**config.mk**
```make
export PLATFORM = sky130hd
export DESIGN_NAME = data_mem_ctrl
export DESIGN_NICKNAME = d
export VERILOG_FILES = /design/src/rtl/data_mem_ctrl.sv
export SDC_FILE = /design/constraint.sdc
export NUM_CORES = 1
export LEC_CHECK = 0
export BUFFER_PORTS_ARGS = -buffer_cell sky130_fd_sc_hd__buf_2
export CAP_MARGIN = 20
export CORE_ASPECT_RATIO = 1.5
export CORE_MARGIN = 1
export CORE_UTILIZATION = 44
export DETAILED_ROUTE_END_ITERATION = 7
export GPL_ROUTABILITY_DRIVEN = 0
export PLACE_DENSITY = 0.89
export SYNTH_ARGS = -nofsm -noshare
export SYNTH_HDL_FRONTEND = slang
export SYNTH_SLANG_ARGS = --single-unit
```
**constraint.sdc**
```tcl
create_clock -name CLK -period 1.8 [get_ports CLK]
set_input_delay 0.18 -clock CLK [delete_from_list [all_inputs] [get_ports CLK]]
set_output_delay 0.18 -clock CLK [all_outputs]
set_load 0.05 [all_outputs]
```
**src/rtl/data_mem_ctrl.sv**
```systemverilog
// ---------------------------------------------------------------------------
// data_mem_ctrl
//
// Data-side memory controller between the processor core and a single-port
// synchronous data RAM. Each core request produces exactly one RAM access,
// and the core gets a one-cycle acq pulse when that access completes.
//
// Handshake (request / acknowledge / release):
//   The core raises Mem_Ctrl[0] (read) or Mem_Ctrl[1] (write; wins if both
//   bits are set). The request, DAddress and Ddout are captured only in IDLE.
//   After WAIT_CYC+1 ACCESS cycles the controller pulses acq for one cycle
//   (DONE), then sits in RELEASE until Mem_Ctrl[1:0]==0 before accepting
//   anything new, so a request held past acq is never executed twice.
//
// Ports:
//   CLK        in   system clock, rising edge
//   RST_n      in   synchronous reset, active-low
//   Mem_Ctrl   in   core request: [0] read, [1] write, [3:2] ignored
//   DAddress   in   core data address
//   Ddout      in   core write data
//   Ddin       out  read data to core (registered, held until next read)
//   acq        out  access-complete pulse (one cycle)
//   busy       out  high in every state except IDLE
//   ram_en     out  RAM enable (first ACCESS cycle only)
//   ram_we     out  RAM write enable (first ACCESS cycle, writes only)
//   ram_addr   out  RAM address (registered)
//   ram_wdata  out  RAM write data (registered)
//   ram_rdata  in   RAM read data, valid one cycle after the address
//   dbg_state  out  current FSM state (0 IDLE, 1 ACCESS, 2 DONE, 3 RELEASE)
// ---------------------------------------------------------------------------
module data_mem_ctrl #(
    parameter int DATA_W   = 8,
    parameter int ADDR_W   = 8,
    parameter int WAIT_CYC = 1
) (
    input  logic              CLK,
    input  logic              RST_n,
    input  logic [3:0]        Mem_Ctrl,
    input  logic [ADDR_W-1:0] DAddress,
    input  logic [DATA_W-1:0] Ddout,
    output logic [DATA_W-1:0] Ddin,
    output logic              acq,
    output logic              busy,
    output logic              ram_en,
    output logic              ram_we,
    output logic [ADDR_W-1:0] ram_addr,
    output logic [DATA_W-1:0] ram_wdata,
    input  logic [DATA_W-1:0] ram_rdata,
    output logic [1:0]        dbg_state
);

    // Counter must hold WAIT_CYC; never narrower than one bit.
    localparam int CNT_W = (WAIT_CYC < 1) ? 1 : $clog2(WAIT_CYC + 1);

    typedef enum logic [1:0] {
        S_IDLE    = 2'd0,
        S_ACCESS  = 2'd1,
        S_DONE    = 2'd2,
        S_RELEASE = 2'd3
    } state_t;

    state_t            r_state;
    logic [CNT_W-1:0]  r_cnt;
    logic              r_is_wr;
    logic [DATA_W-1:0] r_ddin;
    logic              r_acq;
    logic              r_busy;
    logic              r_ram_en;
    logic              r_ram_we;
    logic [ADDR_W-1:0] r_ram_addr;
    logic [DATA_W-1:0] r_ram_wdata;

    logic w_req_wr;
    logic w_req_rd;
    logic w_req_none;
    logic w_unused_ctrl;

    assign w_req_wr      = Mem_Ctrl[1];
    assign w_req_rd      = Mem_Ctrl[0] & ~Mem_Ctrl[1];
    assign w_req_none    = (Mem_Ctrl[1:0] == 2'b00);
    // Upper request bits carry no meaning for this controller.
    assign w_unused_ctrl = ^Mem_Ctrl[3:2];

    always_ff @(posedge CLK) begin
        if (!RST_n) begin
            r_state     <= S_IDLE;
            r_cnt       <= '0;
            r_is_wr     <= 1'b0;
            r_ddin      <= '0;
            r_acq       <= 1'b0;
            r_busy      <= 1'b0;
            r_ram_en    <= 1'b0;
            r_ram_we    <= 1'b0;
            r_ram_addr  <= '0;
            r_ram_wdata <= '0;
        end else begin
            // Strobes are single-cycle; states below raise them when needed.
            r_ram_en <= 1'b0;
            r_ram_we <= 1'b0;
            r_acq    <= 1'b0;

            case (r_state)
                S_IDLE: begin
                    if (w_req_wr || w_req_rd) begin
                        r_ram_addr  <= DAddress;
                        r_ram_wdata <= Ddout;
                        r_is_wr     <= w_req_wr;
                        r_cnt       <= CNT_W'(WAIT_CYC);
                        // Enable is registered here so it lands on the first
                        // ACCESS cycle together with the captured address.
                        r_ram_en    <= 1'b1;
                        r_ram_we    <= w_req_wr;
                        r_busy      <= 1'b1;
                        r_state     <= S_ACCESS;
                    end
                end

                S_ACCESS: begin
                    if (r_cnt == '0) begin
                        // RAM data for the first-cycle address is valid by now.
                        if (!r_is_wr) begin
                            r_ddin <= ram_rdata;
                        end
                        r_acq   <= 1'b1;
                        r_state <= S_DONE;
                    end else begin
                        r_cnt <= r_cnt - 1'b1;
                    end
                end

                S_DONE: begin
                    r_state <= S_RELEASE;
                end

                S_RELEASE: begin
                    if (w_req_none) begin
                        r_busy  <= 1'b0;
                        r_state <= S_IDLE;
                    end
                end

                default: begin
                    r_busy  <= 1'b0;
                    r_state <= S_IDLE;
                end
            endcase
        end
    end

    assign Ddin      = r_ddin;
    assign acq       = r_acq;
    assign busy      = r_busy;
    assign ram_en    = r_ram_en;
    assign ram_we    = r_ram_we;
    assign ram_addr  = r_ram_addr;
    assign ram_wdata = r_ram_wdata;
    assign dbg_state = r_state;

endmodule

```
# Word level (Yosys, flattened, before mapping)
# Cells that the tools add are included.
[totals]
reg_bits = 32
in_bits = 30
output_inout_bits = 30
word_cells = 45
[op_classes]
n_addsub = 1
eq_ne = 6
mux = 11
bitwise_logic = 4
reduce_logical = 13
[ops]
columns = ["cell", "n"]
rows = [
  ["AND reduction 3 bit", 4],
  ["one-hot mux 2 bit (4 select lines)", 1],
  ["AND reduction 2 bit", 4],
  ["2-to-1 mux 2 bit", 3],
  ["!= test 2 bit (second input constant)", 3],
  ["2-to-1 mux 1 bit", 5],
  ["equality test 2 bit (second input constant)", 2],
  ["logical NOT 2 bit", 2],
  ["one-hot mux 1 bit (2 select lines)", 2],
  ["nonzero test 2 bit", 2],
  ["inverter 1 bit", 3],
  ["equality test 2 x 1 -> 1 bit (second input constant)", 1],
  ["AND 1 bit", 1],
  ["logical OR 1 bit", 1],
  ["subtractor 1 bit (second input constant)", 1],
]

# Longest topological paths before layout
[depth]
ltp_word = 5
depth_mapped = 7
depth_no_buf = 5

# Least setup slack after synthesis
# OpenSTA, ideal clock, no wires.
[synth_path]
path_kind = "register to register"
from = "register r_state[0], in the netlist dbg_state[0]"
to = "register r_ram_addr[0], in the netlist ram_addr[0]"
setup_time_ns = 0.060
arrival_time_ns = 1.694
required_ns = 1.740
slack_ns = 0.046
path_stages_with_launch = 8
path_buffers = 2
synth_period_minus_slack_ns = 1.754
path_cell_list = "dfxtp_1 > inv_1 > ha_1 > o21ai_0 > and2_1 > buf_2 > buf_6 > a22o_1"
[synth_between]
elab_chain_len = 2
[synth_rtl]
columns = ["item", "line_no", "text"]
rows = [
  ["start, declared", "62", "state_t r_state;"],
  ["start signal, assigned", "86", "r_state <= S_IDLE;"],
  ["start signal, assigned", "114", "r_state <= S_ACCESS;"],
  ["start signal, assigned", "125", "r_state <= S_DONE;"],
  ["logical NOT 2 bit", "102", "case (r_state)"],
  ["AND reduction 2 bit (no source line)", "--", ""],
  ["end signal, assigned", "105", "r_ram_addr <= DAddress;"],
  ["end, declared", "70", "logic [ADDR_W-1:0] r_ram_addr;"],
]
# Every way passes these cells.
# A chain may end at the register's enable or synchronous reset.

# Final worst setup path
[layout_path]
from = "register r_state[0], in the netlist dbg_state[0]"
to = "register r_state[0], in the netlist dbg_state[0]"
[layout_between]
elab_chain_len = 3
elab_cells_between_ends = 9
classes_between = "eq/ne (6); mux (1); reduce/logical (2)"
[layout_rtl]
columns = ["item", "line_no"]
rows = [
  ["equality test 2 bit (tied with other cells)", "102"],
  ["!= test 2 bit (no source line)", "--"],
  ["AND reduction 3 bit (no source line)", "--"],
]
# Parallel ways exist; a longest one is shown, timed or not.

==> run summary <==
Outcome - finished, final reports clean
Post-CTS sizing - 0
Synth top cells by count - dfxtp_1, a22o_1, mux2i_1
Synth cell types - 27
Max frequency - 0.639 GHz
Dominant synthesized flop cell - dfxtp_1
Req. time, crit path - 2020 ps
Hold Startpoint - DAddress[0]
Ant diodes - 0
Antenna violations before repair - 0
Class of the worst hold path - input pin to flip-flop
GRT overflow - 0
TritonCTS clock tree - built
Post-synthesis register bit count - 32
Reg-to-Reg End - dbg_state[0]$_SDFFE_PN0P_
Main combinational cell family by area after synthesis - compound AO/OA/AOI/OAI gates
Top Ports - 60
Pre-antenna DRT Iters - 4
HPWL after DPL - 1870 um
Synth-to-layout area growth - 29.7%
Setup WS pre-CTS - 84.2 ps
Worst Hold End - ram_addr[0]$_SDFFE_PN0P_
Clock Path Buffers - 2
CTS Sinks - 32
CP Class - flip-flop to flip-flop
Die area - 0.00293 sq mm
DRC violations left - 0
Tcrit/Tclk final - 87.0%
Area of placed instances - 0.00149 sq mm
R2r worst-path depth - 5
Setup TNS - 0 ps
Worst hold stages - 2
Syn Inst Count - 102
Initial DRC Count - 12
Max IR drop VDD - 0.00109 V
Final ANT Viol Nets - 0
Core Region - 0.00250 sq mm
H-Tree Depth - 2
Hold Slack - 62.5 ps
Die span in x - 44.5 um
Met2 Usage GRT - 32.7%
Slew Viols, Final - 0
Critical Path End Type - flip-flop
Fin nets - 196
Vias in the first global route - 909
Top cell type's share of synthesized area - 53.7%
Most frequent cell after synthesis - dfxtp_1
Post-Place Cells - 191
Hold buffer count at cts - 0
Post-synth EDFFs - 0
Total wire length - 2470 um
Warnings from Yosys - 0
WP buf/inv - 1
Total number of cells along the worst setup path - 5
Initial Util - 47.7%
Non-Filler Instances - 199
Vias per cell - 4.87
Final Worst Setup Slack - 234 ps
Net count after synthesis - 136
Clock skew - 4.83 ps
Arr. time, crit path - 1790 ps
Fraction of registers with async set/reset - 0%
Total track usage - 17.8%
Finished layout cell area - 0.00155 sq mm
Design Power - 2.84 mW
Pwr dens - 1840 mW/mm^2
Post-Synth Adder-Cell Area - 4.19%
Top delay family on crit path - simple AND/OR/NAND/NOR gates
Crit path max-delay cell type - or3b_1
RSZ-0062 raised after global routing - no
Synth top area cells - dfxtp_1, mux2i_1, a22o_1
TritonCTS buffer count - 5
RR Startpoint - dbg_state[0]$_SDFFE_PN0P_
Synth Area in Simple Gates - 11.0%
Largest net degree at the start of global routing - 18
R2r setup slk - 230 ps
Seq/Total Area, Yosys - 53.7%
Clk Latency, worst-skew pair - 330 ps
Setup Viol. Count Final - 0
CTS clk-pin slew, worst paths - 90 ps
Synth Cell Area - 0.00119 sq mm
# Max-Cap Violations - 0
Post-synth top area cell - dfxtp_1
Die H - 65.8 um
Slew Limit Headroom - 79.3%
Grt peak-use layer - met2
Synth Area in XOR/XNOR - 0%
Syn Area/Cell - 11.7 sq um
Post-CTS setup repair buffer count - 0
Final min period - 1570 ps
IO Port Bufs - 57
Tightest Pin Transition - 310 ps
GR Util met1 - 16.4%
Root buffer cell - clkbuf_4
Global-route wire length before repair - 3760 um
Crit path cell chain - inv_1, ha_1, or3b_1, and3_1, o211a_1
Crit Path Max Fanout - 6
CP Launch Type - flip-flop
Final hold violations - 0
Final Util - 61.8%
Max incr delay on CP - 390 ps
Rows - 22
Vias - 969
Met3 Usage GRT - 5.74%
Synth Area in Compound Gates - 18.3%
P_leak - 0.778 nW
Mux contribution to synthesized area - 7.55%
Proportion of layout cells with a drive suffix above 1 - 46.0%
WL/cell - 12.4 um
-- cells in the final DEF (no fill, tap or decap), types with 2 or more instances in the layout --
| cell type | instances |
|---|---|
| buf_2 | 57 |
| clkbuf_1 | 2 |
| a21boi_0 | 2 |
| a22o_1 | 9 |
| o21ai_0 | 4 |
| inv_1 | 3 |
| ha_1 | 4 |
| buf_4 | 2 |
| and3_1 | 2 |
| dfxtp_1 | 32 |
| a22o_2 | 7 |
| nand2_1 | 3 |
| mux2i_1 | 9 |
| clkbuf_4 | 5 |
| nor2_1 | 2 |
| nor2b_1 | 8 |
-- power by group --
group | leakage, nW | total (mW) | internal, mW | switching (mW)
clock network | 0.0326 | 0.412 | 0.192 | 0.220
logic | 0.482 | 1.41 | 0.437 | 0.977
registers | 0.263 | 1.02 | 0.905 | 0.112
-- worst register-to-register path: stages, from the launching register on --
cell     delay (ps)
dfxtp_1         360
inv_1           100
ha_1            230
or3b_1          390
and3_1          180
o211a_1         210
-- kinds of logic (layout without fill, tap and decap cells) --
| kind of cell | count (synthesis) | count (layout) |
|---|---|---|
| mux | 9 | 9 |
| compound gates | 26 | 26 |
| fa+ha+maj | 4 | 4 |
| flops | 32 | 32 |
| buf+inv | 9 | 70 |
| simple gates | 22 | 22 |
-- registers in the layout (all words and copies together) (netlist names) --
signal	flops
r_cnt	1
dbg_state	2
Ddin	8
acq	1
ram_we	1
busy	1
ram_addr	8
ram_en	1
ram_wdata	8
r_is_wr	1
-- routing by layer --
metal / share of wire [%] / up-vias / wire [um]
li1: - / 481 / -
met1: 37 / 449 / 918
met2: 54 / 33 / 1340
met3: 6.1 / 6 / 150
met4: 2.4 / 0 / 59
met5: 0 / - / 0
-- worst max path at each step --
| stage | from | to | slack, ps |
|---|---|---|---|
| finish | dbg_state[0]$_SDFFE_PN0P_ | dbg_state[0]$_SDFFE_PN0P_ | 230 |
| global route | dbg_state[0]$_SDFFE_PN0P_ | ram_wdata[1]$_SDFFE_PN0P_ | 130 |
| CTS | dbg_state[0]$_SDFFE_PN0P_ | ram_addr[4]$_SDFFE_PN0P_ | 60 |
| detailed placement | dbg_state[0]$_SDFFE_PN0P_ | ram_wdata[1]$_SDFFE_PN0P_ | 80 |
| global placement | dbg_state[0]$_SDFFE_PN0P_ | ram_wdata[0]$_SDFFE_PN0P_ | 180 |
| floorplan | dbg_state[0]$_SDFFE_PN0P_ | ram_addr[0]$_SDFFE_PN0P_ | 50 |
-- cell type report --
| class | count | area [sq um] |
|---|---|---|
| Clock buffer | 8 | 58.8 |
| Tap cell | 36 | 45.0 |
| Fill cell | 221 | 957 |
| Sequential cell | 32 | 641 |
| Inverter | 3 | 11.3 |
| Multi-Input combinational cell | 61 | 492 |
| Timing Repair Buffer | 59 | 300 |
(Power assumes the default switching activity.)
